`src/rtl/rom_pattern_sequencer_pkg.sv`:
```
// Shared types and pattern-table formula for the ROM pattern sequencer.
package rom_seq_pkg;

  typedef enum logic [1:0] {
    MODE_DIRECT  = 2'b00,
    MODE_STEP    = 2'b01,
    MODE_ONESHOT = 2'b10,
    MODE_LOOP    = 2'b11
  } mode_t;

  typedef enum logic [1:0] {
    IDLE = 2'd0,
    RUN  = 2'd1,
    DONE = 2'd2
  } state_t;

  // Untruncated table value; the caller narrows it to the entry width.
  function automatic int rom_entry(input int i, input int seed);
    return seed * (i + 1);
  endfunction

endpackage

```
`src/rtl/rom_pattern_sequencer_rise_detect.sv`:
```
// One-bit registered history with a combinational rising-edge strobe.
module rise_detect (
  input  logic clk,
  input  logic reset,
  input  logic sig,
  output logic rise
);

  logic sig_q;

  always_ff @(posedge clk) begin
    if (reset) sig_q <= 1'b0;
    else       sig_q <= sig;
  end

  assign rise = sig & ~sig_q;

endmodule

```
`src/rtl/rom_pattern_sequencer.sv`:
```
// Pattern table sequencer: direct lookup, single-step, one-shot and looping run,
// with registered address and data outputs.
module rom_pattern_sequencer
  import rom_seq_pkg::*;
#(
  parameter int NBITS_DATA = 4,
  parameter int NBITS_ADDR = 2,
  parameter int DEPTH      = 2 ** NBITS_ADDR,
  parameter int SEED       = 32'h3,
  parameter int TICK_DIV   = 4
) (
  input  logic                  clk_2,
  input  logic                  reset,
  input  logic [1:0]            mode,
  input  logic                  dir,
  input  logic                  start,
  input  logic                  step,
  input  logic [NBITS_ADDR-1:0] addr_in,
  output logic [NBITS_ADDR-1:0] addr_out,
  output logic [NBITS_DATA-1:0] data_out,
  output logic                  busy,
  output logic                  done
);

  localparam int TW = (TICK_DIV > 1) ? $clog2(TICK_DIV) : 1;
  localparam logic [TW-1:0]         TLAST = TW'(TICK_DIV - 1);
  localparam logic [NBITS_ADDR-1:0] LAST  = NBITS_ADDR'(DEPTH - 1);

  logic [NBITS_DATA-1:0] rom [DEPTH];

  for (genvar g = 0; g < DEPTH; g++) begin : g_rom
    assign rom[g] = NBITS_DATA'(rom_entry(g, SEED));
  end

  logic start_rise, step_rise;

  rise_detect u_start_rise (.clk(clk_2), .reset(reset), .sig(start), .rise(start_rise));
  rise_detect u_step_rise  (.clk(clk_2), .reset(reset), .sig(step),  .rise(step_rise));

  function automatic logic [NBITS_ADDR-1:0] advance(input logic [NBITS_ADDR-1:0] a,
                                                    input logic down);
    if (down) return (a == '0)   ? LAST : a - 1'b1;
    else      return (a == LAST) ? '0   : a + 1'b1;
  endfunction

  state_t                state, state_n;
  mode_t                 mode_cur;
  logic [1:0]            mode_p1;
  logic [NBITS_ADDR-1:0] addr_q, addr_n, origin, last_entry;
  logic [NBITS_DATA-1:0] data_q;
  logic [TW-1:0]         tick, tick_n;
  logic                  mode_changed;

  assign mode_cur     = mode_t'(mode);
  assign mode_changed = (mode != mode_p1);
  assign origin       = dir ? LAST : '0;
  // Entry from which a one-shot advance would leave the table.
  assign last_entry   = dir ? '0 : LAST;

  always_comb begin
    state_n = state;
    addr_n  = addr_q;
    tick_n  = tick;
    if (mode_cur == MODE_DIRECT) begin
      state_n = IDLE;
      addr_n  = addr_in;
      tick_n  = '0;
    end else begin
      case (state)
        IDLE: begin
          if (mode_cur == MODE_STEP) begin
            if (step_rise) addr_n = advance(addr_q, dir);
          end else if (start_rise) begin
            state_n = RUN;
            addr_n  = origin;
            tick_n  = '0;
          end
        end
        RUN: begin
          if (mode_changed || (mode_cur == MODE_LOOP && start_rise)) begin
            state_n = IDLE;
            tick_n  = '0;
          end else if (tick == TLAST) begin
            tick_n = '0;
            if (mode_cur == MODE_ONESHOT && addr_q == last_entry) state_n = DONE;
            else                                                  addr_n  = advance(addr_q, dir);
          end else begin
            tick_n = tick + 1'b1;
          end
        end
        DONE: begin
          if (mode_changed) begin
            state_n = IDLE;
            tick_n  = '0;
          end else if (start_rise) begin
            state_n = RUN;
            addr_n  = origin;
            tick_n  = '0;
          end
        end
        default: state_n = IDLE;
      endcase
    end
  end

  // Output register stage: data is looked up from the address being loaded.
  always_ff @(posedge clk_2) begin
    if (reset) begin
      state   <= IDLE;
      addr_q  <= '0;
      data_q  <= '0;
      tick    <= '0;
      mode_p1 <= 2'b00;
    end else begin
      state   <= state_n;
      addr_q  <= addr_n;
      data_q  <= rom[addr_n];
      tick    <= tick_n;
      mode_p1 <= mode;
    end
  end

  assign addr_out = addr_q;
  assign data_out = data_q;
  assign busy     = (state == RUN);
  assign done     = (state == DONE);

endmodule

```
`config.mk`:
```
export PLATFORM = sky130hd
export DESIGN_NAME = rom_pattern_sequencer
export DESIGN_NICKNAME = d
export VERILOG_FILES = /design/src/rtl/rom_pattern_sequencer_pkg.sv /design/src/rtl/rom_pattern_sequencer_rise_detect.sv /design/src/rtl/rom_pattern_sequencer.sv
export SDC_FILE = /design/constraint.sdc
export NUM_CORES = 1
export LEC_CHECK = 0
export CAP_MARGIN = 20
export CORE_ASPECT_RATIO = 0.7
export CORE_MARGIN = 10
export CORE_UTILIZATION = 35
export CTS_BUF_LIST = sky130_fd_sc_hd__clkbuf_4 sky130_fd_sc_hd__clkbuf_8
export CTS_CLUSTER_SIZE = 25
export DETAILED_ROUTE_END_ITERATION = 7
export PLACE_DENSITY = 0.63
export RECOVER_POWER = 100
export SLEW_MARGIN = 15
export SYNTH_ARGS = -nofsm -noshare
export SYNTH_HDL_FRONTEND = slang
export SYNTH_SLANG_ARGS = --single-unit
```
`constraint.sdc`:
```
create_clock -name clk_2 -period 5.55 [get_ports clk_2]
set_input_delay 1.11 -clock clk_2 [delete_from_list [all_inputs] [get_ports clk_2]]
set_output_delay 1.11 -clock clk_2 [all_outputs]
set_load 0.01 [all_outputs]
```
==> impl_results.rst, run 1 <==
.. list-table::
   :header-rows: 1

   * - Metric
     - Value
   * - Die Y
     - 64.8 microns
   * - Leakage Power
     - between 0.4 and 0.5 nW
   * - Count leader, synth
     - sky130_fd_sc_hd__dfxtp_1
   * - Via count of the first global-routing pass
     - between 900 and 1k
   * - Sequential fraction of design power
     - between 30% and 40%
   * - Max H-tree Level
     - 1
   * - Total power
     - roughly 0.26 mW
   * - Simple-gate area share of the yosys netlist
     - approximately 27%
   * - 1st-iter DRT viols
     - between 100 and 150
   * - Post-synthesis instance area
     - around 1000 sq um
   * - Largest vdd supply drop
     - 0.0944 mV
   * - Register area share after synthesis
     - a little under a quarter
   * - Diodes inserted
     - 0
   * - CP top delay family
     - compound AO/OA/AOI/OAI gates
   * - Largest net degree at the start of global routing
     - 17
   * - Skew final
     - a little over 0.007 ns
   * - Highest achievable clock rate
     - 0.329 GHz
   * - Net count of the mapped netlist
     - ~140
   * - TritonCTS clock tree
     - yes
   * - Count of unique library cells instantiated by Yosys
     - 47
   * - Layout cell share with drive strength beyond 1
     - roughly 5.2%
   * - XOR/XNOR share of the synthesized area
     - between 4 and 5%
   * - Total grt overflow
     - 0
   * - Fraction of synthesized area in multiplexers
     - approximately 2%
   * - Max stage delay cell, worst path
     - sky130_fd_sc_hd__dlygate4sd3_1
   * - Clock period minus final worst setup slack
     - between 3 and 4 ns
   * - Critical Path, Cell by Cell
     - dlygate4sd3_1, or3b_1, a21oi_1, nand2_1, a22o_1, o221a_1
   * - Initial antenna violation count
     - 0
   * - Drc violations
     - 0
   * - Launching instance or port of the critical path
     - dir
   * - Setup TNS
     - 0 ns
   * - Number of nets still failing antenna checks after routing
     - 0
   * - WL final
     - 2.55 mm
   * - Post-CTS setup buffers
     - 0
   * - Dominant cells by area after synthesis
     - sky130_fd_sc_hd__dfxtp_1 (24%), sky130_fd_sc_hd__ha_1 (8.7%), sky130_fd_sc_hd__nor2b_1 (4.4%)
   * - Cell type with the highest aggregate area in the netlist
     - sky130_fd_sc_hd__dfxtp_1
   * - Combinational family with the most area after synthesis
     - simple AND/OR/NAND/NOR gates
   * - Unrepaired setup endpoints after global routing
     - false
   * - Global-route wire length before repair
     - between 4 and 5 mm
   * - Worst-case setup margin in the final layout
     - around 2.5 ns
   * - Power share of the combinational group
     - between 20% and 30%
   * - List of most frequent post-synthesis cells
     - sky130_fd_sc_hd__dfxtp_1 (12), sky130_fd_sc_hd__ha_1 (7), sky130_fd_sc_hd__inv_1 (7), sky130_fd_sc_hd__nor2_1 (7), sky130_fd_sc_hd__nor2b_1 (7)
   * - Post-Place Worst Slack
     - 2.44 ns
   * - Critical path fanouts, max
     - 11
   * - Post-DR wirelength/cell
     - about 15 microns
   * - Count of mapped cells out of synthesis
     - 122
   * - Worst slew pin tran
     - about 0.48 ns
   * - Final setup violation count
     - 0
   * - Number of hold-slack violations in the final timing report
     - 0
   * - Num CTS Buffers
     - 3
   * - Total number of yosys warnings
     - 0
   * - Crit start category
     - primary input
   * - Buffer and inverter count on the worst path
     - 1
   * - Number of buffers inserted by port buffering
     - 16
   * - Proportion of total power due to net switching
     - about 29%
   * - Adder-cell share of the synthesized area
     - 8.74%
   * - Fraction of post-synthesis cell area in the top cell type by area
     - a little under a quarter
   * - Global router's overall resource usage
     - 9.39%
   * - Sinks on Clock Net
     - 12
   * - WP data required
     - ~5.7 ns
   * - CTS Root Buffer Type
     - sky130_fd_sc_hd__clkbuf_8
   * - Layout area overhead
     - 20.5%
   * - Worst Path Class, Setup
     - primary input to flip-flop
   * - Number of placement rows
     - 16
   * - Final worst path period share
     - between 50% and 60%
   * - 1st-pass router iterations
     - 4
   * - Avg Inst Size Synth
     - just over 8 sq um
   * - Post-detailed-placement half-perimeter wirelength
     - ~2 mm
   * - Portion of total power attributed to the clock network
     - between 30% and 40%
   * - Via count
     - around 960
   * - Count of pins over their slew limit
     - 0
   * - Final Wtd Congestion
     - around 0.88
   * - Switching power total
     - between 0.07 and 0.08 mW
   * - Maximum cell stage delay along the critical path
     - 0.75 ns
   * - Die span in x
     - around 84 microns
   * - Internal Dissipation
     - around 0.19 mW
   * - Worst flop-to-flop path startpoint
     - addr_out[0]$_SDFF_PP0_
   * - Count of flip-flops with a built-in enable after synthesis
     - 0
   * - Worst endpoint data arrival time
     - 3.18 ns
   * - Number of gates resized after CTS
     - 0
   * - Maximum clock insertion buffer count
     - 2
   * - Number of placed I/O pins
     - 17
   * - Slew Limit Headroom
     - 67.6%
   * - Sort of element at the end of the critical path
     - flip-flop
   * - CTS clk-pin slew, worst paths
     - 0.06 ns
   * - Min-Delay Startpoint
     - tick[1]$_SDFFE_PP0P_
   * - Synthesized-area fraction occupied by ao, oa, aoi and oai cells
     - 26.3%
   * - Cell area power density
     - 219 nW/um^2
   * - Initial core utilization
     - roughly 36%
   * - Total of hold buffers inserted after clock tree synthesis
     - 0
   * - Post-synthesis sequential element count
     - 12
   * - Total of max-cap violations
     - 0
   * - Core Region
     - 2760 sq um
   * - Fin nets
     - 151
   * - Clock insertion delay at the later pin of the skew report
     - between 0.2 and 0.3 ns
   * - Status
     - finished, final reports clean
   * - Total die area
     - about 5400 sq um
   * - Async SR Flop Fraction
     - 0%
   * - Path class of the lowest-slack min-delay path
     - flip-flop to flip-flop
   * - Via count normalized by instance count
     - roughly 5.6
   * - Dominant synthesized flop cell
     - sky130_fd_sc_hd__dfxtp_1
[power by group through the flow]
stage	registers, mW	clock network, mW	logic [mW]
CTS	0.0984	0.102	0.0699
global placement	0.100	0	0.0691
finish	0.0980	0.0990	0.0670
detailed placement	0.100	0	0.0695
global route	0.0994	0.106	0.0729
floorplan	0.0989	0	0.0478
[cells by family (layout without fill, tap and decap cells)]
family                     count (synthesis)  in the layout
AOI/OAI and AO/OA                         35             35
xor gates and xnor gates                   3              3
adders and majority gates                  7              7
buffers and inverters                     15             27
DFF                                       12             12
muxes                                      2              2
and+or+nand+nor                           48             48
[metal layers]
metal	wire, microns	vias up	GRT usage, %	part of all wire [%]
li1	-	474	-	-
met1	1170	436	11.6	46
met2	1080	41	13.0	42
met3	269	4	4.37	11
met4	28	0	5.42	1.1
met5	0	-	0	0
[stage by stage]
stage / cell area [sq um] / instances / hold slack [ns] / util, %
after global routing: 1210 / 170 / 0.496 / 43.7
after floorplan: 1000 / 122 / 0.434 / -
after detailed placement: 1160 / 166 / 0.475 / 42.0
after CTS: 1210 / 170 / 0.475 / 44.0
after global placement: 1160 / 166 / 0.443 / 42.0
final: 1210 / 170 / 0.479 / 43.7
[layout by cell type, fill, tap and decap left out, types with 2 or more instances in the layout]
master / count
sky130_fd_sc_hd__nand3b_1: 3
sky130_fd_sc_hd__nand3_1: 4
sky130_fd_sc_hd__xnor2_2: 2
sky130_fd_sc_hd__a21boi_1: 2
sky130_fd_sc_hd__clkbuf_8: 4
sky130_fd_sc_hd__nor3_1: 3
sky130_fd_sc_hd__o21ba_1: 2
sky130_fd_sc_hd__clkdlybuf4s50_1: 5
sky130_fd_sc_hd__dfxtp_1: 12
sky130_fd_sc_hd__inv_1: 7
sky130_fd_sc_hd__nand4_1: 3
sky130_fd_sc_hd__nand4b_1: 2
sky130_fd_sc_hd__nand2_1: 6
sky130_fd_sc_hd__ha_1: 7
sky130_fd_sc_hd__a21oi_1: 8
sky130_fd_sc_hd__mux2i_1: 2
sky130_fd_sc_hd__a31oi_1: 4
sky130_fd_sc_hd__nor2_1: 7
sky130_fd_sc_hd__o21ai_0: 3
sky130_fd_sc_hd__o211ai_1: 3
sky130_fd_sc_hd__nand2b_1: 4
sky130_fd_sc_hd__nor2b_1: 7
sky130_fd_sc_hd__or3_1: 2
sky130_fd_sc_hd__dlygate4sd3_1: 11
[cell type report]
class                      count  area [sq um]
sequential                    12           240
timing repair buffer          16           160
multi-input combinational     95           681
tap                           36          45.0
fill                         276          1560
inverter                       7          26.3
clock buffer                   4          55.1
[flip-flops by register name (all words and copies together) (netlist names)]
signal	flops
addr_out	2
data_out	2
mode_p1	2
state	2
tick	2
u_start_rise.sig_q	1
u_step_rise.sig_q	1
[path summary, 6_finish.rpt]
| path | endpoint | slack (ns) | cells after the start |
|---|---|---|---|
| min reg2reg | tick[1]$_SDFFE_PP0P_ | 0.48 | 2 |
| min | tick[1]$_SDFFE_PP0P_ | 0.48 | 2 |
| max | state[0]$_SDFFE_PP0P_ | 2.51 | 6 |
| max reg2reg | addr_out[1]$_SDFF_PP0_ | 3.49 | 7 |
[worst register-to-register path, cell delays in order (launching register included)]
cell and delay, ns:
sky130_fd_sc_hd__dfxtp_1 0.62, sky130_fd_sc_hd__inv_1 0.15, sky130_fd_sc_hd__ha_1 0.37, sky130_fd_sc_hd__xnor2_1 0.14, sky130_fd_sc_hd__mux2i_1 0.17, sky130_fd_sc_hd__o211ai_1 0.12, sky130_fd_sc_hd__a31oi_1 0.29, sky130_fd_sc_hd__o21ba_1 0.15
Power figures use the tool's default switching activity.
==> run 2: changes to the inputs <==
Clock period 5.55 ns to 3 ns, I/O delays scaled along.
==> run 2 against run 1 <==
Compared with the run above:
- register-to-register slack lost 2.5 ns
- setup slack lost 2.0 ns
- sequential power grew 83%
- worst hold slack gained 0.0052 ns
- first-iteration DRC count shrank 42%
- combinational power grew 96%
- core utilization grew 0.68 points
- routed wire length grew 0.35%
- critical path depth is the same
- sequential share of layout area shrank 0.30 points
- design area grew 1.6%
- global-route usage shrank 0.15 points
- highest routed layer unchanged
==> impl_results.rst, run 2 (same netlist as run 1, synthesis figures left out) <==
.. list-table::
   :header-rows: 1

   * - Metric
     - Value
   * - Leakage Power
     - 0.466 nW
   * - Min-Delay Endpoint
     - tick[1]$_SDFFE_PP0P_
   * - Number of cells on the worst reg-to-reg path
     - 7
   * - Total grt overflow
     - 0
   * - Busiest layer in global routing
     - met2
   * - Proportion of total power due to net switching
     - 28.7%
   * - Post-Route Utilization
     - approximately 44%
   * - Total power
     - slightly below 0.5 mW
   * - Via count normalized by instance count
     - 5.45
   * - Commonest cells after routing, fill and taps aside
     - sky130_fd_sc_hd__dfxtp_1 (12), sky130_fd_sc_hd__dlygate4sd3_1 (10)
   * - Worst slew pin tran
     - between 0.4 and 0.5 ns
   * - Clock insertion delay at the later pin of the skew report
     - roughly 0.25 ns
   * - Skew final
     - about 0.0018 ns
   * - Switching power total
     - between 0.1 and 0.15 mW
   * - 1st-pass router iterations
     - 4
   * - Met2 capacity usage during global routing
     - between 10% and 20%
   * - Number of gates resized after CTS
     - 0
   * - Drc violations
     - 0
   * - CTS clk-pin slew, worst paths
     - 0.05 ns
   * - Layout Cell Area excl Fill
     - 1230 sq um
   * - Placed Instance Area
     - around 1200 sq um
   * - Final setup violation count
     - 0
   * - Post-DR wirelength/cell
     - 14.8 microns
   * - Worst flop-to-flop path startpoint
     - addr_out[1]$_SDFF_PP0_
   * - Count of pins over their slew limit
     - 0
   * - WP data required
     - 3.14 ns
   * - Global router's overall resource usage
     - under 10%
   * - Total die area
     - approximately 5400 sq um
   * - Total of max-cap violations
     - 0
   * - Sort of element at the end of the critical path
     - flip-flop
   * - Maximum cell stage delay along the critical path
     - around 0.65 ns
   * - Combined area of the multi-input logic cells
     - 677 sq um
   * - Layout area overhead
     - 22.3%
   * - Status
     - finished, final reports clean
   * - Sequential fraction of design power
     - ~37%
   * - Number of filler cells placed in the layout
     - approximately 270
   * - 1st-iter DRT viols
     - between 60 and 70
   * - Maximum clock insertion buffer count
     - 2
   * - Critical path fanouts, max
     - 9
   * - Reg-to-reg setup timing slack
     - between 1 and 1.5 ns
   * - Number of placed I/O pins
     - 17
   * - Post-Place Worst Slack
     - roughly 0.54 ns
   * - Die Y
     - approximately 65 microns
   * - Reg2Reg Capture Point
     - data_out[1]$_SDFF_PP0_
   * - Setup TNS
     - 0 ns
   * - Unrepaired setup endpoints after global routing
     - false
   * - TritonCTS clock tree
     - yes
   * - Buffer and inverter count on the worst path
     - 1
   * - Number of placement rows
     - 16
   * - Path class of the lowest-slack min-delay path
     - flip-flop to flip-flop
   * - Storage element area
     - between 200 and 250 sq um
   * - Most common library cell in the layout ignoring fill and taps
     - sky130_fd_sc_hd__dfxtp_1
   * - Via count
     - ~940
   * - Final Wtd Congestion
     - approximately 0.89
   * - Slew Limit Headroom
     - 67.9%
   * - Max H-tree Level
     - 1
   * - Core Region
     - about 2800 sq um
   * - Highest achievable clock rate
     - just over 0.4 GHz
   * - CTS Root Buffer Type
     - sky130_fd_sc_hd__clkbuf_8
   * - Max stage delay cell, worst path
     - sky130_fd_sc_hd__dlygate4sd3_1
   * - Internal Dissipation
     - between 0.3 and 0.4 mW
   * - Clock period minus final worst setup slack
     - 2.44 ns
   * - Number of buffers inserted by port buffering
     - 16
   * - Diodes inserted
     - 0
   * - Largest vdd supply drop
     - ~0.20 mV
   * - Sinks on Clock Net
     - 12
   * - Critical Path, Cell by Cell
     - dlygate4sd3_1, xnor2_1, nand3_1, o2111a_1, a221o_1, o21ba_1
   * - Worst Path Class, Setup
     - primary input to flip-flop
   * - Worst hold path stage count
     - 2
   * - Fin nets
     - between 150 and 200
   * - Post-detailed-placement half-perimeter wirelength
     - roughly 2 mm
   * - WL final
     - around 2.6 mm
   * - Portion of total power attributed to the clock network
     - 36.6%
   * - Worst endpoint data arrival time
     - approximately 2.6 ns
   * - Number of hold-slack violations in the final timing report
     - 0
   * - Via count of the first global-routing pass
     - 876
   * - Number of nets still failing antenna checks after routing
     - 0
   * - Layout cell share with drive strength beyond 1
     - under 10%
   * - Post-CTS setup buffers
     - 0
   * - CP top delay family
     - compound AO/OA/AOI/OAI gates
   * - Worst-case setup margin in the final layout
     - around 0.56 ns
   * - Num CTS Buffers
     - 3
   * - Final worst path period share
     - 81.5%
   * - Cell area power density
     - 399 nW/um^2
   * - Initial antenna violation count
     - 0
   * - Die span in x
     - 84.0 microns
   * - Crit start category
     - primary input
   * - Min-Delay Startpoint
     - tick[1]$_SDFFE_PP0P_
   * - M3 GR Usage
     - 3.87%
   * - Largest net degree at the start of global routing
     - 11
   * - Initial core utilization
     - between 30% and 40%
   * - Global-route wire length before repair
     - approximately 4.2 mm
   * - Met1 track demand over resource in global routing
     - 12.1%
   * - Total of hold buffers inserted after clock tree synthesis
     - 0
   * - Power share of the combinational group
     - between 20% and 30%
-- run 2: cell count changes in the layout (fill, tap and decap cells not counted), sizes merged --
cell / previous run / this run
dlygate4sd3: 11 / 10
clkdlybuf4s50: 5 / 6
buf: 0 / 3
-- run 2: worst max path at each step --
stage	startpoint	to	slack, ns	cells past startpoint
final	mode[1]	addr_out[0]$_SDFF_PP0_	0.56	6
after global placement	mode[1]	addr_out[0]$_SDFF_PP0_	0.59	6
after floorplan	addr_out[0]$_SDFF_PP0_	addr_out[0]$_SDFF_PP0_	1.02	8
after global routing	mode[1]	addr_out[0]$_SDFF_PP0_	0.38	6
after detailed placement	mode[1]	addr_out[0]$_SDFF_PP0_	0.54	6
after CTS	mode[1]	addr_out[0]$_SDFF_PP0_	0.79	6
-- run 2: stage by stage --
| stage | hold WS (ns) | instances |
|---|---|---|
| floorplan | 0.434 | 122 |
| global placement | 0.443 | 169 |
| detailed placement | 0.467 | 169 |
| CTS | 0.475 | 173 |
| global route | 0.541 | 173 |
| finish | 0.485 | 173 |
-- run 2: worst min-delay path: stages, from the launching register on --
cell and delay [ns]:
sky130_fd_sc_hd__dfxtp_1 0.31, sky130_fd_sc_hd__nand2_1 0.06, sky130_fd_sc_hd__a21boi_0 0.06
-- run 2: area by class of cell --
type	count	share of cell area, %
multi-input cells	95	55.2
well taps	36	3.67
inverters	7	2.14
repair buffers	19	14.9
flip-flops and latches	12	19.6
clock buffers	4	4.49
-- run 2: per-layer routing --
layer / wire length (microns) / vias up
li1: - / 474
met1: 1290 / 430
met2: 1040 / 34
met3: 195 / 4
met4: 29 / 0
met5: 0 / -
-- run 2: power groups by stage --
stage               clock network, mW  registers, mW  logic, mW
floorplan                           0          0.183     0.0884
global placement                    0          0.183      0.136
detailed placement                  0          0.183      0.136
CTS                             0.184          0.180      0.137
global route                    0.191          0.181      0.144
finish                          0.179          0.179      0.131
==> run 3: changes to the inputs <==
Settings changed: PLACE_DENSITY 0.63 to 0.65.
Clock period 3 ns to 2 ns, I/O delays scaled along.
==> run 3 against run 2 <==
Compared with the run above:
- via count rose by 13%
- largest cell class unchanged
- die area unchanged
- register-to-register slack worse by 0.82 ns
- critical endpoint is now done
- setup slack got worse by 0.53 ns
- global-route usage increased by 1.6 points
- routed wire length rose by 13%
- cell count is 14% higher
==> impl_results.rst, run 3 (same netlist as run 1, synthesis figures left out) <==
.. list-table::
   :header-rows: 1

   * - Metric
     - Value
   * - Global-route wire length before repair
     - between 4 and 5 mm
   * - Critical Path, Cell by Cell
     - inv_1, ha_1, clkdlybuf4s50_1
   * - Reg2Reg Capture Point
     - state[0]$_SDFFE_PP0P_
   * - Worst flop-to-flop path startpoint
     - addr_out[0]$_SDFF_PP0_
   * - Initial antenna violation count
     - 0
   * - Number of cells on the worst reg-to-reg path
     - 6
   * - Total of hold buffers inserted after clock tree synthesis
     - 0
   * - Slew Limit Headroom
     - between 70 and 80%
   * - Highest achievable clock rate
     - 0.506 GHz
   * - WL final
     - 2.89 mm
   * - Number of placed I/O pins
     - 17
   * - Hold Slack
     - about 0.46 ns
   * - Die Y
     - about 65 microns
   * - Number of buffers inserted by port buffering
     - 16
   * - Worst Path Class, Setup
     - flip-flop to primary output
   * - Diodes inserted
     - 0
   * - Worst hold path stage count
     - 2
   * - Final Wtd Congestion
     - ~0.93
   * - Total power
     - between 0.7 and 0.8 mW
   * - Cell area power density
     - between 500 and 600 nW/um^2
   * - Total die area
     - 5440 sq um
   * - Core Region
     - between 2000 and 3000 sq um
   * - Crit start category
     - flip-flop
   * - Post-DR wirelength/cell
     - between 10 and 15 microns
   * - Min-Delay Startpoint
     - tick[1]$_SDFFE_PP0P_
   * - Skew final
     - around 0.0096 ns
   * - WP data required
     - between 1.5 and 2 ns
   * - Sinks on Clock Net
     - 12
   * - Number of placement rows
     - 16
   * - 1st-pass router iterations
     - 4
   * - Layout area overhead
     - 40.2%
   * - Total of max-cap violations
     - 0
   * - Drc violations
     - 0
   * - Clock insertion delay at the later pin of the skew report
     - between 0.2 and 0.3 ns
   * - Final worst path period share
     - 98.8%
   * - Number of filler cells placed in the layout
     - around 270
   * - Leakage Power
     - between 0.5 and 0.6 nW
   * - Worst endpoint data arrival time
     - about 1.6 ns
   * - Post-detailed-placement half-perimeter wirelength
     - 2.27 mm
   * - Total grt overflow
     - 0
   * - Maximum cell stage delay along the critical path
     - 0.59 ns
   * - Worst slew pin tran
     - 0.439 ns
   * - Min-Delay Endpoint
     - tick[1]$_SDFFE_PP0P_
   * - Largest vdd supply drop
     - ~0.37 mV
   * - Die span in x
     - roughly 84 microns
   * - Unrepaired setup endpoints after global routing
     - false
   * - Commonest cells after routing, fill and taps aside
     - sky130_fd_sc_hd__buf_4 (23), sky130_fd_sc_hd__dfxtp_1 (12), sky130_fd_sc_hd__clkdlybuf4s50_1 (10)
   * - Post-CTS setup buffers
     - 0
   * - 1st-iter DRT viols
     - ~140
   * - Max stage delay cell, worst path
     - sky130_fd_sc_hd__clkdlybuf4s50_1
   * - Via count
     - approximately 1.1k
   * - CTS clk-pin slew, worst paths
     - about 0.060 ns
   * - Count of pins over their slew limit
     - 0
   * - Via count of the first global-routing pass
     - 986
   * - Status
     - finished, final reports clean
   * - Most common library cell in the layout ignoring fill and taps
     - sky130_fd_sc_hd__buf_4
   * - Global router's overall resource usage
     - 10.8%
   * - Clock period minus final worst setup slack
     - 1.98 ns
   * - TritonCTS clock tree
     - yes
   * - Num CTS Buffers
     - 3
   * - Number of hold-slack violations in the final timing report
     - 0
   * - Buffer and inverter count on the worst path
     - 2
   * - CTS Root Buffer Type
     - sky130_fd_sc_hd__clkbuf_8
   * - Path class of the lowest-slack min-delay path
     - flip-flop to flip-flop
   * - Number of nets still failing antenna checks after routing
     - 0
   * - Largest net degree at the start of global routing
     - 16
   * - Fin nets
     - between 150 and 200
   * - Final setup violation count
     - 0
   * - Sort of element at the end of the critical path
     - primary output
   * - Initial core utilization
     - a little over a third
   * - CP top delay family
     - buffers and inverters
   * - Reg-to-reg setup timing slack
     - ~0.20 ns
   * - Via count normalized by instance count
     - roughly 5.4
   * - Layout cell share with drive strength beyond 1
     - 20.5%
   * - Maximum clock insertion buffer count
     - 2
   * - Critical path fanouts, max
     - 6
   * - Max H-tree Level
     - 1
[run 3: report_power, final]
group / switching [mW] / internal, mW
Combinational: 0.119 / 0.129
Sequential: 0.00808 / 0.254
Clock: 0.102 / 0.174
Total: 0.230 / 0.557
[run 3: per-stage QoR]
step / setup WS [ns] / instances / utilization, % / setup TNS, ns / instance area, sq um
after CTS: 0.0392 / 197 / 51.4 / 0 / 1420
after detailed placement: -0.176 / 193 / 49.3 / -1.08 / 1360
final: 0.0245 / 197 / 50.9 / 0 / 1410
after global routing: 0.00321 / 197 / 50.9 / 0 / 1410
after floorplan: 0.0225 / 122 / - / 0 / 1000
after global placement: -0.180 / 193 / 49.3 / -0.787 / 1360
[run 3: layout make-up]
type	count	area (sq um)	share of cell area, %
Sequential cell	12	240	17.1
Clock buffer	4	55.1	3.92
Multi-Input combinational cell	95	683	48.6
Inverter	7	26.3	1.87
Tap cell	36	45.0	3.21
Timing Repair Buffer	43	355	25.3
[run 3: worst min-delay path, delay by kind of cell, from the launching register on]
kind / cells / cell delay (ns)
AND/OR/NAND/NOR: 1 / 0.05
AO/OA/AOI/OAI: 1 / 0.05
flip-flops: 1 / 0.32
[run 3: what timing repair did]
item                                    in CTS  in global routing
pin swaps                                    0                  1
resized for setup                            1                  1
endpoints found under the setup margin       1                  4
gates cloned                                 0                  0
[run 3: worst max-delay path by stage]
| stage | to | start | cells after the start | slack, ns |
|---|---|---|---|---|
| floorplan | addr_out[0]$_SDFF_PP0_ | addr_out[0]$_SDFF_PP0_ | 8 | 0.02 |
| global placement | data_out[0]$_SDFF_PP0_ | mode[0] | 7 | -0.18 |
| detailed placement | data_out[0]$_SDFF_PP0_ | mode[0] | 7 | -0.18 |
| CTS | done | state[0]$_SDFFE_PP0P_ | 3 | 0.04 |
| global route | busy | state[1]$_SDFFE_PP0P_ | 3 | 0.003 |
| finish | done | state[0]$_SDFFE_PP0P_ | 3 | 0.02 |
[run 3: layer usage]
metal,up-vias,wire [microns],GRT usage [%]
met2,35,1140,14.3
met4,0,52,4.58
met1,497,1470,14.8
li1,525,-,-
met5,-,0,0
met3,4,235,4.49
